File: config.mk
export PLATFORM = sky130hd
export DESIGN_NAME = seq_multiplier_flat
export DESIGN_NICKNAME = d
export VERILOG_FILES = /design/src/rtl/seq_multiplier_if.sv /design/src/rtl/seq_multiplier.sv /design/src/flat_wrapper.sv
export SDC_FILE = /design/constraint.sdc
export NUM_CORES = 1
export LEC_CHECK = 0
export CORE_MARGIN = 1
export CORE_UTILIZATION = 48
export DETAILED_ROUTE_END_ITERATION = 6
export PLACE_DENSITY = 0.69
export SYNTH_ARGS = -nofsm -noshare
export SYNTH_HDL_FRONTEND = slang
export SYNTH_SLANG_ARGS = --single-unit
File: constraint.sdc
create_clock -name clk -period 3.46 [get_ports clk]
set_clock_uncertainty 0.05 [all_clocks]
set_input_delay 0.519 -clock clk [delete_from_list [all_inputs] [get_ports clk]]
set_output_delay 0.519 -clock clk [all_outputs]
set_load 0.02 [all_outputs]
File: src/rtl/seq_multiplier_if.sv
// Operand/result bundle for seq_multiplier: start/operands in, busy/done/product out.
interface seq_multiplier_if #(
  parameter int unsigned WIDTH = 8
);
  logic               start;
  logic               signed_mode;
  logic [WIDTH-1:0]   a;
  logic [WIDTH-1:0]   b;
  logic               busy;
  logic               done;
  logic [2*WIDTH-1:0] product;

  modport master (
    output start, signed_mode, a, b,
    input  busy, done, product
  );

  modport slave (
    input  start, signed_mode, a, b,
    output busy, done, product
  );
endinterface

File: src/rtl/seq_multiplier.sv
// Radix-2 shift-add multiplier, WIDTH cycles per product, signed or unsigned operands.
// Operates on magnitudes and fixes the sign on the final partial sum.
module seq_multiplier #(
  parameter int unsigned WIDTH = 8
) (
  input logic             clk,
  input logic             rst_n,
  seq_multiplier_if.slave bus
);

  localparam int unsigned CntW = $clog2(WIDTH);

  typedef enum logic [1:0] {StIdle, StCalc, StDone} state_e;

  state_e state_q, state_d;

  logic [CntW-1:0]    cnt_q;
  logic [2*WIDTH-1:0] mcand_q;
  logic [WIDTH:0]     mplier_q;
  logic [2*WIDTH-1:0] acc_q;
  logic               neg_q;
  logic [2*WIDTH-1:0] product_q;

  logic               accept;
  logic               last;
  logic [WIDTH:0]     a_ext, b_ext, a_mag, b_mag;
  logic [2*WIDTH-1:0] acc_sum;

  assign accept = bus.start && (state_q != StCalc);
  assign last   = (state_q == StCalc) && (cnt_q == CntW'(WIDTH - 1));

  // One extra bit so the most negative operand has a representable magnitude.
  always_comb begin
    a_ext   = {bus.signed_mode & bus.a[WIDTH-1], bus.a};
    b_ext   = {bus.signed_mode & bus.b[WIDTH-1], bus.b};
    a_mag   = a_ext[WIDTH] ? -a_ext : a_ext;
    b_mag   = b_ext[WIDTH] ? -b_ext : b_ext;
    acc_sum = acc_q + (mplier_q[0] ? mcand_q : '0);
  end

  // State register
  always_ff @(posedge clk or negedge rst_n) begin
    if (!rst_n) begin
      state_q <= StIdle;
    end else begin
      state_q <= state_d;
    end
  end

  // Next-state logic
  always_comb begin
    state_d = state_q;
    unique case (state_q)
      StIdle:  if (bus.start) state_d = StCalc;
      StCalc:  if (last)      state_d = StDone;
      StDone:  state_d = bus.start ? StCalc : StIdle;
      default: state_d = StIdle;
    endcase
  end

  // Output logic
  always_comb begin
    bus.busy    = (state_q == StCalc);
    bus.done    = (state_q == StDone);
    bus.product = product_q;
  end

  always_ff @(posedge clk or negedge rst_n) begin
    if (!rst_n) begin
      cnt_q     <= '0;
      mcand_q   <= '0;
      mplier_q  <= '0;
      acc_q     <= '0;
      neg_q     <= 1'b0;
      product_q <= '0;
    end else if (accept) begin
      cnt_q    <= '0;
      mcand_q  <= {{(WIDTH-1){1'b0}}, a_mag};
      mplier_q <= b_mag;
      acc_q    <= '0;
      neg_q    <= a_ext[WIDTH] ^ b_ext[WIDTH];
    end else if (state_q == StCalc) begin
      cnt_q    <= cnt_q + 1'b1;
      mcand_q  <= mcand_q << 1;
      mplier_q <= mplier_q >> 1;
      acc_q    <= acc_sum;
      // Only the completed sum reaches product, never a partial one.
      if (last) begin
        product_q <= neg_q ? -acc_sum : acc_sum;
      end
    end
  end

endmodule

File: src/flat_wrapper.sv
// flat-port wrapper written by rule: the top's interface ports become plain ports
module seq_multiplier_flat 
#(
  parameter int unsigned WIDTH = 8
)
  (clk, rst_n, bus_start, bus_signed_mode, bus_a, bus_b, bus_busy, bus_done, bus_product);
  seq_multiplier_if #(.WIDTH(WIDTH)) bus_i ();
  input logic clk;
  input logic rst_n;
  input wire logic [$bits(bus_i.start)-1:0] bus_start;
  input wire logic [$bits(bus_i.signed_mode)-1:0] bus_signed_mode;
  input wire logic [$bits(bus_i.a)-1:0] bus_a;
  input wire logic [$bits(bus_i.b)-1:0] bus_b;
  output wire logic [$bits(bus_i.busy)-1:0] bus_busy;
  output wire logic [$bits(bus_i.done)-1:0] bus_done;
  output wire logic [$bits(bus_i.product)-1:0] bus_product;
  assign bus_i.start = bus_start;
  assign bus_i.signed_mode = bus_signed_mode;
  assign bus_i.a = bus_a;
  assign bus_i.b = bus_b;
  assign bus_busy = bus_i.busy;
  assign bus_done = bus_i.done;
  assign bus_product = bus_i.product;
  seq_multiplier #(.WIDTH(WIDTH)) u_core (.clk(clk), .rst_n(rst_n), .bus(bus_i));
endmodule
---- After elaboration in Yosys (flattened, before gate mapping) ----
Index checks and enable logic that the tools add are counted.
cells by class
  add/subtract/negate cells ............... 5
  eq/ne operators ......................... 6
  mux-type cells .......................... 16
  bitwise gates (word level) .............. 4
  reductions and logical operators ........ 6
operators with widths
  cell                                                   count
  two-way mux 16 bit                                     6
  two-way mux 9 bit                                      4
  negation 9 bit                                         2
  adder 16 bit                                           1
  negation 16 bit                                        1
  two-way mux 3 bit                                      2
  case mux 2 bit (3 select lines)                        1
  two-way mux 2 bit                                      2
  inequality test 2 x 1 -> 1 bit, second input constant  2
  adder 3 x 1 -> 3 bit, second input constant            1
  equality test 3 bit, second input constant             1
  AND reduction 3 bit                                    1
  bitwise AND 1 bit                                      2
  equality test 2 x 1 -> 1 bit, second input constant    1
  equality test 2 bit, second input constant             1
  logical AND 1 bit                                      2
  zero test 2 bit                                        1
  inequality test 2 bit, second input constant           1
  AND reduction 2 bit                                    1
  nonzero test 2 bit                                     1
  two-way mux 1 bit                                      1
  inverter 1 bit                                         1
  bitwise XOR 1 bit                                      1
word-level totals
  bits in registers ....................... 63
  bits of input ports ..................... 20
  logic and storage cells ................. 44

---- Longest topological paths before layout ----
Gate-level depths: netlist of the first run.
  depth in word-level cells ............... 4
  gate-level depth with buffers ........... 12
  depth with buffers taken out ............ 11

---- Worst setup path before layout of the first run ----
OpenSTA, ideal clock, no wires.
  path kind ............................... reg-to-reg
  from .................................... register u_core.mplier_q[0]
  to ...................................... register u_core.product_q[15], in the netlist u_core.bus.product[15]
  arrival time ............................ 2923 ps
  slack ................................... 360 ps
  cell stages (with the launch flop) ...... 12
  buffers on the path ..................... 0
  clock period less this slack ............ 3100 ps
  path through ............................ dfrtp_1 > and2_1 > ha_1 > fa_1 > a21o_1 > a311o_1 > a2111oi_2 > o21a_1 > o211ai_1 > nor4_1 > a211o_1 > nand3_1
on the way
  word-level cells in the longest chain between the ends .. 4
ends and longest elaborated chain
  item                      line                  text
  start: declaration        seq_multiplier.sv:19  logic [WIDTH:0] mplier_q;
  start signal: assignment  seq_multiplier.sv:79  mplier_q <= b_mag;
  start signal: assignment  seq_multiplier.sv:85  mplier_q <= mplier_q >> 1;
  two-way mux 16 bit (*)    seq_multiplier.sv:38  acc_sum = acc_q + (mplier_q[0] ? mcand_q : '0);
  adder 16 bit (*)          seq_multiplier.sv:38
  negation 16 bit           seq_multiplier.sv:89  product_q <= neg_q ? -acc_sum : acc_sum;
  two-way mux 16 bit (*)    seq_multiplier.sv:89
  end signal: assignment    seq_multiplier.sv:89
  end: declaration          seq_multiplier.sv:22  logic [2*WIDTH-1:0] product_q;
Every way passes the cells marked *; elsewhere a longest branch is shown, timed or not.
A chain may end at the register's enable or synchronous reset.

---- Worst setup path in the final report of the first run ----
  from .................................... register u_core.mplier_q[0]
  to ...................................... register u_core.product_q[14], in the netlist u_core.bus.product[14]
The elaborated chain is that of the path after synthesis.

==> insert_results.sql, run 1 <==
INSERT INTO impl_metrics (metric_group, metric, value, unit) VALUES
('detailed_routing', 'drt-vias-per-instance', '5.71', ''),
('cts', 'clock_insertion_delay_worst_skew', '0.34', 'ns'),
('layout', 'post_route_cells_drive_above_1_share', '7.84', '%'),
('sta', 'slew_headroom', '51.1', '%'),
('power', 'switchingPower', '0.00165', 'W'),
('layout', 'final_cell_mix', '86 x nand2_1, 63 x dfrtp_1, 55 x o21ai_0', ''),
('global_routing', 'gr-total-overflow', '0', ''),
('yosys', 'async_sr_flop_fraction', '100', '%'),
('sta', 'slew_viol_final', '0', ''),
('power', 'fin_total_pwr', '0.00383', 'W'),
('cts', 'cts-root-buf', 'clkbuf_8', ''),
('layout', 'layout-area-overhead-vs-synth', '17.0', '%'),
('outcome', 'run_status', 'completed', ''),
('worst_setup_path', 'crit_start', 'u_core.mplier_q[0]$_DFFE_PN0P_', ''),
('sta', 'hold_violation_total_from_the_final_report', '0', ''),
('detailed_routing', 'routed-wl-met3', '331', 'µm'),
('detailed_routing', 'via_count', '3583', ''),
('yosys', 'postSynth.topFlopCell', 'dfrtp_1', ''),
('yosys', 'synth_seq_area_share', '38.8', '%'),
('sta', 'tightestPinTransition', '0.734', 'ns'),
('layout', 'final_nets', '561', ''),
('power', 'power-per-cell-area', '805', 'nW/µm²'),
('cts', 'clock_sinks', '63', ''),
('detailed_routing', 'drc', '0', ''),
('global_routing', 'largest_net_degree_at_the_start_of_global_routing', '48', ''),
('place', 'port_buffers', '37', ''),
('place', 'place_hpwl', '6.60', 'mm'),
('die', 'io_pins', '38', ''),
('sta', 'post-route-min-period', '3.32', 'ns'),
('layout', 'insertedDiodeCount', '0', ''),
('power', 'clock_power_share', '15.8', '%'),
('yosys', 'synth.largest_area_cell', 'dfrtp_1', ''),
('yosys', 'syn-cell-area', '4070', 'µm²'),
('yosys', 'netlist-cell-type-count', '51', ''),
('power', 'part_of_the_power_in_combinational_logic', '51.9', '%'),
('detailed_routing', 'dr_wl_met2', '4.14', 'mm'),
('worst_setup_path', 'critPathRequiredTime', '3.63', 'ns'),
('detailed_routing', 'drt-initial-drc-count', '190', ''),
('worst_setup_path', 'timing.critical_path.fanout_max', '5', ''),
('yosys', 'number_of_flops_mapped_to_enable_cells_by_yosys', '0', ''),
('power', 'power.share.sequential', '32.3', '%'),
('place', 'dpl-instance-area', '4530', 'µm²'),
('cts', 'post_cts_resized', '0', ''),
('worst_setup_path', 'regToRegStartpoint', 'u_core.mplier_q[0]$_DFFE_PN0P_', ''),
('global_routing', 'first_global_vias', '3420', ''),
('die', 'placement_rows', '33', ''),
('place', 'place.detailed.instances', '614', ''),
('worst_setup_path', 'critical_path_class', 'reg -> reg', ''),
('global_routing', 'antenna_found_initial', '1', ''),
('die', 'die_width', '94.1', 'µm'),
('cts', 'htree_levels', '3', ''),
('power', 'cellLeakagePower', '2.17', 'nW'),
('cts', 'worst_setup_hold_path_clk_slew', '0.07', 'ns'),
('detailed_routing', 'drt-wirelength-per-cell', '14.5', 'µm'),
('power', 'power.share.switching', '43.0', '%'),
('cts', 'cts_hold_buffers', '0', ''),
('detailed_routing', 'final_antenna_net_count', '0', ''),
('global_routing', 'overall_fraction_of_global_route_tracks_in_use', '22.6', '%'),
('yosys', 'synth_area_per_cell', '8.32', 'µm²'),
('layout', 'most_common_cell_after_layout_fill_and_taps_aside', 'nand2_1', ''),
('cts', 'cts_tree', 'done', ''),
('sta', 'max_freq', '0.301', 'GHz'),
('yosys', 'netlist.area_leader.share', '38.8', '%'),
('detailed_routing', 'highest-signal-layer', 'met4', ''),
('layout', 'post_layout_nonfiller_instances', '628', ''),
('sta', 'share_of_the_cycle_needed_by_the_critical_path_after_routing', '96.1', '%'),
('power', 'internal-power', '0.00218', 'W'),
('layout', 'postLayoutCoreUtil', '57.9', '%'),
('detailed_routing', 'routedLengthMet1', '4.46', 'mm'),
('cts', 'cts_buffers', '9', ''),
('cts', 'maximum_clock_insertion_buffer_count', '2', '');
-- through the flow --
stage	TNS (ns)	worst slack, ns
6_report	0	0.136
5_1_grt	-0.0894	-0.0602
4_1_cts	0	0.0748
3_5_place_dp	0	0.107
3_3_place_gp	0	0.220
2_1_floorplan	0	0.360
-- flip-flops by register name, summed over array words and instances, names as in the netlist --
name and cells:
u_core.cnt_q 3, u_core.acc_q 16, u_core.mcand_q 16, u_core.state_q 2, u_core.mplier_q 9, u_core.neg_q 1
u_core.bus.product 16
-- routing by layer --
metal | up-vias | track usage, %
met2 | 81 | 36.0
li1 | 1779 | -
met3 | 16 | 3.88
met5 | - | 0
met4 | 0 | 8.33
met1 | 1707 | 30.7
-- kinds of logic (layout without fill, tap and decap cells) --
| kind of cell | after synthesis | count (layout) | share of synthesized area (%) |
|---|---|---|---|
| muxes | 5 | 5 | 1.26 |
| DFF | 63 | 63 | 38.8 |
| buffers and inverters | 41 | 75 | 3.97 |
| adders and majority gates | 21 | 21 | 6.64 |
| AOI/OAI and AO/OA | 133 | 133 | 20.2 |
| xor gates and xnor gates | 30 | 30 | 6.46 |
| and+or+nand+nor | 196 | 196 | 22.7 |
-- cell usage after synthesis (all sizes together) (3+ instances only) --
cell type  count
nand3         41
xor2           9
o21ai         58
ha            20
nor3           8
or3            6
nand2         86
o2111ai        3
and3           7
o31ai          4
mux2i          4
clkbuf        26
nor2b          4
nor2          15
a31oi          4
nand4          3
a21o           9
xnor2         21
or2            3
a21oi         33
inv           14
and2          17
dfrtp         63
o211ai         3
-- power groups by stage --
stage	Clock (W)	Combinational [W]	Sequential, W
2_1_floorplan	0	0.00132	0.00129
3_3_place_gp	0	0.00191	0.00124
3_5_place_dp	0	0.00196	0.00125
4_1_cts	0.000614	0.00196	0.00124
5_1_grt	0.000647	0.00223	0.00127
6_report	0.000604	0.00199	0.00124
-- final cells by class --
class                      count  area (µm²)
clock buffer                  14         183
fill                         770        3460
inverter                      14        52.6
multi-input combinational    385        2380
sequential                    63        1580
tap                          105         131
timing repair buffer          47         440
-- critical path, cell delays in order, from the launching register on --
cell and delay (ns):
dfrtp_1 0.40, and2_1 0.17, ha_1 0.21, fa_1 0.41
a21o_1 0.22, a311o_1 0.45, a2111oi_4 0.35, o21a_1 0.20
o211ai_1 0.17, o41ai_2 0.36, xnor2_1 0.15, o21ai_1 0.07
-- final timing paths --
| check | endpoint | slack, ns | depth (start not counted) |
|---|---|---|---|
| max in group asynchronous | u_core.mcand_q[10]$_DFFE_PN0P_ | 2.28 | 2 |
| setup reg to reg | u_core.bus.product[14]$_DFFE_PN0P_ | 0.14 | 11 |
| setup / recovery | u_core.bus.product[14]$_DFFE_PN0P_ | 0.14 | 11 |
| hold reg to reg | u_core.bus.product[8]$_DFFE_PN0P_ | 0.42 | 2 |
| min in group clk | u_core.bus.product[8]$_DFFE_PN0P_ | 0.42 | 2 |
| hold / removal | u_core.bus.product[3]$_DFFE_PN0P_ | 0.18 | 1 |
Note: power is estimated with default switching activity, not from simulation.
==> run 2, diff against run 1 <==
--- a/config.mk
+++ b/config.mk
@@ -6,9 +6,9 @@
 export NUM_CORES = 1
 export LEC_CHECK = 0
 export CORE_MARGIN = 1
-export CORE_UTILIZATION = 48
+export CORE_UTILIZATION = 30
 export DETAILED_ROUTE_END_ITERATION = 6
-export PLACE_DENSITY = 0.69
+export PLACE_DENSITY = 0.52
 export SYNTH_ARGS = -nofsm -noshare
 export SYNTH_HDL_FRONTEND = slang
 export SYNTH_SLANG_ARGS = --single-unit
==> insert_results.sql, run 2 (same netlist as run 1, synthesis figures left out) <==
INSERT INTO impl_metrics (metric_group, metric, value, unit) VALUES
('die', 'initial_core_util', '30.7', '%'),
('sta', 'final.setup.tns', '0', 'ns'),
('detailed_routing', 'final_antenna_net_count', '0', ''),
('power', 'power-per-cell-area', '848', 'nW/µm²'),
('global_routing', 'overall_fraction_of_global_route_tracks_in_use', '15.1', '%'),
('cts', 'htree_levels', '3', ''),
('layout', 'layout-area-overhead-vs-synth', '23.2', '%'),
('sta', 'post-route-min-period', '3.27', 'ns'),
('place', 'place_hpwl', '7.05', 'mm'),
('cts', 'post_cts_resized', '0', ''),
('cts', 'clock_insertion_delay_worst_skew', '0.33', 'ns'),
('cts', 'cts-root-buf', 'clkbuf_16', ''),
('layout', 'final_nets', '564', ''),
('detailed_routing', 'routed_wirelength', '9.88', 'mm'),
('sta', 'max_freq', '0.305', 'GHz'),
('sta', 'slew_headroom', '25.8', '%'),
('die', 'die_width', '118', 'µm'),
('outcome', 'run_status', 'completed', ''),
('worst_setup_path', 'critical_path.cell_chain', 'and2_1, ha_1, fa_1, a21o_1, a311o_1, a2111oi_2, o21a_1, o211ai_1, o31ai_1, xor2_1, o21ai_0', ''),
('layout', 'most_common_cell_after_layout_fill_and_taps_aside', 'nand2_1', ''),
('worst_setup_path', 'critPathArrivalTime', '3.43', 'ns'),
('worst_setup_path', 'slowest_stage', 'fa_1', ''),
('cts', 'cts_hold_buffers', '0', ''),
('place', 'dpl-instance-area', '4640', 'µm²'),
('power', 'cellLeakagePower', '2.26', 'nW'),
('detailed_routing', 'drt-initial-drc-count', '201', ''),
('worst_setup_path', 'critPathCaptureType', 'flip-flop', ''),
('sta', 'share_of_the_cycle_needed_by_the_critical_path_after_routing', '94.6', '%'),
('global_routing', 'antenna_found_initial', '1', ''),
('sta', 'hold_violation_total_from_the_final_report', '0', ''),
('power', 'clock_power_share', '23.3', '%'),
('worst_setup_path', 'regToRegEndpoint', 'u_core.bus.product[13]$_DFFE_PN0P_', ''),
('layout', 'insertedDiodeCount', '0', ''),
('detailed_routing', 'via_count', '3548', ''),
('layout', 'final_cell_mix', '86 x nand2_1, 63 x dfrtp_1, 56 x o21ai_0', ''),
('layout', 'post_layout_nonfiller_instances', '704', ''),
('detailed_routing', 'drt-wirelength-per-cell', '14.0', 'µm'),
('detailed_routing', 'drc', '0', ''),
('cts', 'worst_setup_hold_path_clk_slew', '0.05', 'ns'),
('power', 'power.share.switching', '40.3', '%'),
('power', 'part_of_the_power_in_combinational_logic', '47.5', '%'),
('cts', 'cts_buffers', '9', ''),
('worst_setup_path', 'delay_of_the_slowest_cell_on_the_worst_path', '0.41', 'ns'),
('worst_setup_path', 'regToRegStartpoint', 'u_core.mplier_q[0]$_DFFE_PN0P_', ''),
('place', 'port_buffers', '37', ''),
('worst_setup_path', 'timing.critical_path.fanout_max', '5', ''),
('sta', 'tightestPinTransition', '1.11', 'ns'),
('worst_setup_path', 'rrSetupSlack', '0.19', 'ns'),
('place', 'place.detailed.instances', '688', ''),
('sta', 'timing.final.setup_violations', '0', ''),
('worst_setup_path', 'worstPathBufferInverterCount', '0', ''),
('sta', 'hold_ws', '0.353', 'ns'),
('worst_hold_path', 'path_type_of_the_worst_min_delay_path', 'in -> async', ''),
('detailed_routing', 'drt-vias-per-instance', '5.04', ''),
('cts', 'post_cts_buffers', '0', ''),
('global_routing', 'largest_net_degree_at_the_start_of_global_routing', '49', ''),
('global_routing', 'first_pass_grt_wire_length', '16.9', 'mm'),
('detailed_routing', 'drt_pre_antenna_iters', '4', ''),
('worst_setup_path', 'timing.reg2reg.worst_path_depth', '11', ''),
('cts', 'maximum_clock_insertion_buffer_count', '2', ''),
('global_routing', 'first_global_vias', '3425', ''),
('sta', 'slew_viol_final', '0', ''),
('cts', 'clock_sinks', '63', ''),
('cts', 'cts_tree', 'done', ''),
('worst_setup_path', 'critical_path_class', 'reg -> reg', ''),
('layout', 'post-route-cell-area', '5010', 'µm²'),
('global_routing', 'gr-total-overflow', '0', ''),
('worst_setup_path', 'timing.critical_path.max_delay_family', 'compound AO/OA/AOI/OAI gates', ''),
('power', 'power.share.sequential', '29.3', '%'),
('worst_setup_path', 'critPathRequiredTime', '3.62', 'ns'),
('power', 'switchingPower', '0.00171', 'W'),
('die', 'io_pins', '38', ''),
('die', 'placement_rows', '42', ''),
('worst_setup_path', 'worstSetupStartpointType', 'flip-flop', ''),
('flow_run', 'reported_max_cap_violation_count', '0', ''),
('die', 'floorplan.die_area', '14000', 'µm²'),
('power', 'vdd_drop_max', '0.308', 'mV'),
('layout', 'post_route_cells_drive_above_1_share', '8.71', '%'),
('power', 'internal-power', '0.00254', 'W'),
('place', 'finalWeightedCongestion', '0.824', ''),
('layout', 'filler_cell_count', '1383', ''),
('die', 'die_h', '118', 'µm'),
('die', 'fp.coreArea', '13200', 'µm²');
[run 2: power by group through the flow]
stage          Clock, W  Sequential [W]  Combinational, W
2_1_floorplan         0         0.00129           0.00132
3_3_place_gp          0         0.00124           0.00197
3_5_place_dp          0         0.00126           0.00199
4_1_cts         0.00101         0.00125           0.00200
5_1_grt         0.00105         0.00129           0.00226
6_report       0.000989         0.00124           0.00202
[run 2: worst reg2reg max path, stage by stage (launching register included)]
cell	delay [ns]
dfrtp_1	0.40
and2_1	0.17
ha_1	0.23
fa_1	0.41
a21o_1	0.22
a311o_1	0.41
a2111oi_2	0.37
o21a_1	0.20
o211ai_1	0.15
o31ai_1	0.30
xor2_1	0.17
o21ai_0	0.08
[run 2: how the worst max path moves through the flow]
stage | start | to | cells after the start
after floorplan | u_core.mplier_q[0]$_DFFE_PN0P_ | u_core.bus.product[15]$_DFFE_PN0P_ | 11
after global placement | u_core.mplier_q[0]$_DFFE_PN0P_ | u_core.bus.product[15]$_DFFE_PN0P_ | 11
after detailed placement | u_core.mplier_q[0]$_DFFE_PN0P_ | u_core.bus.product[15]$_DFFE_PN0P_ | 11
after CTS | u_core.mplier_q[0]$_DFFE_PN0P_ | u_core.bus.product[15]$_DFFE_PN0P_ | 11
after global routing | u_core.mplier_q[0]$_DFFE_PN0P_ | u_core.bus.product[13]$_DFFE_PN0P_ | 11
final | u_core.mplier_q[0]$_DFFE_PN0P_ | u_core.bus.product[13]$_DFFE_PN0P_ | 11
[run 2: metrics by stage]
step	worst slack [ns]	power (W)	util, %
finish	0.186	0.00425	37.8
global route	-0.0309	0.00460	37.8
CTS	0.0958	0.00425	37.5
detailed placement	0.122	0.00324	35.1
global placement	0.215	0.00322	35.1
floorplan	0.360	0.00261	-
[run 2: metal layers]
layer	vias up	global-route usage [%]	share of wire, %
li1	1788	-	-
met1	1688	20.3	49
met2	58	23.5	45
met3	14	2.56	3.7
met4	0	7.04	2.2
met5	-	0	0
[run 2: layout make-up]
type,instances,area (µm²),share of cell area (%)
Multi-Input combinational cell,385,2370,47.4
Inverter,14,52.6,1.05
Clock buffer,13,260,5.19
Tap cell,176,220,4.39
Sequential cell,63,1580,31.5
Timing Repair Buffer,50,463,9.24
Clock inverter,3,65.1,1.30
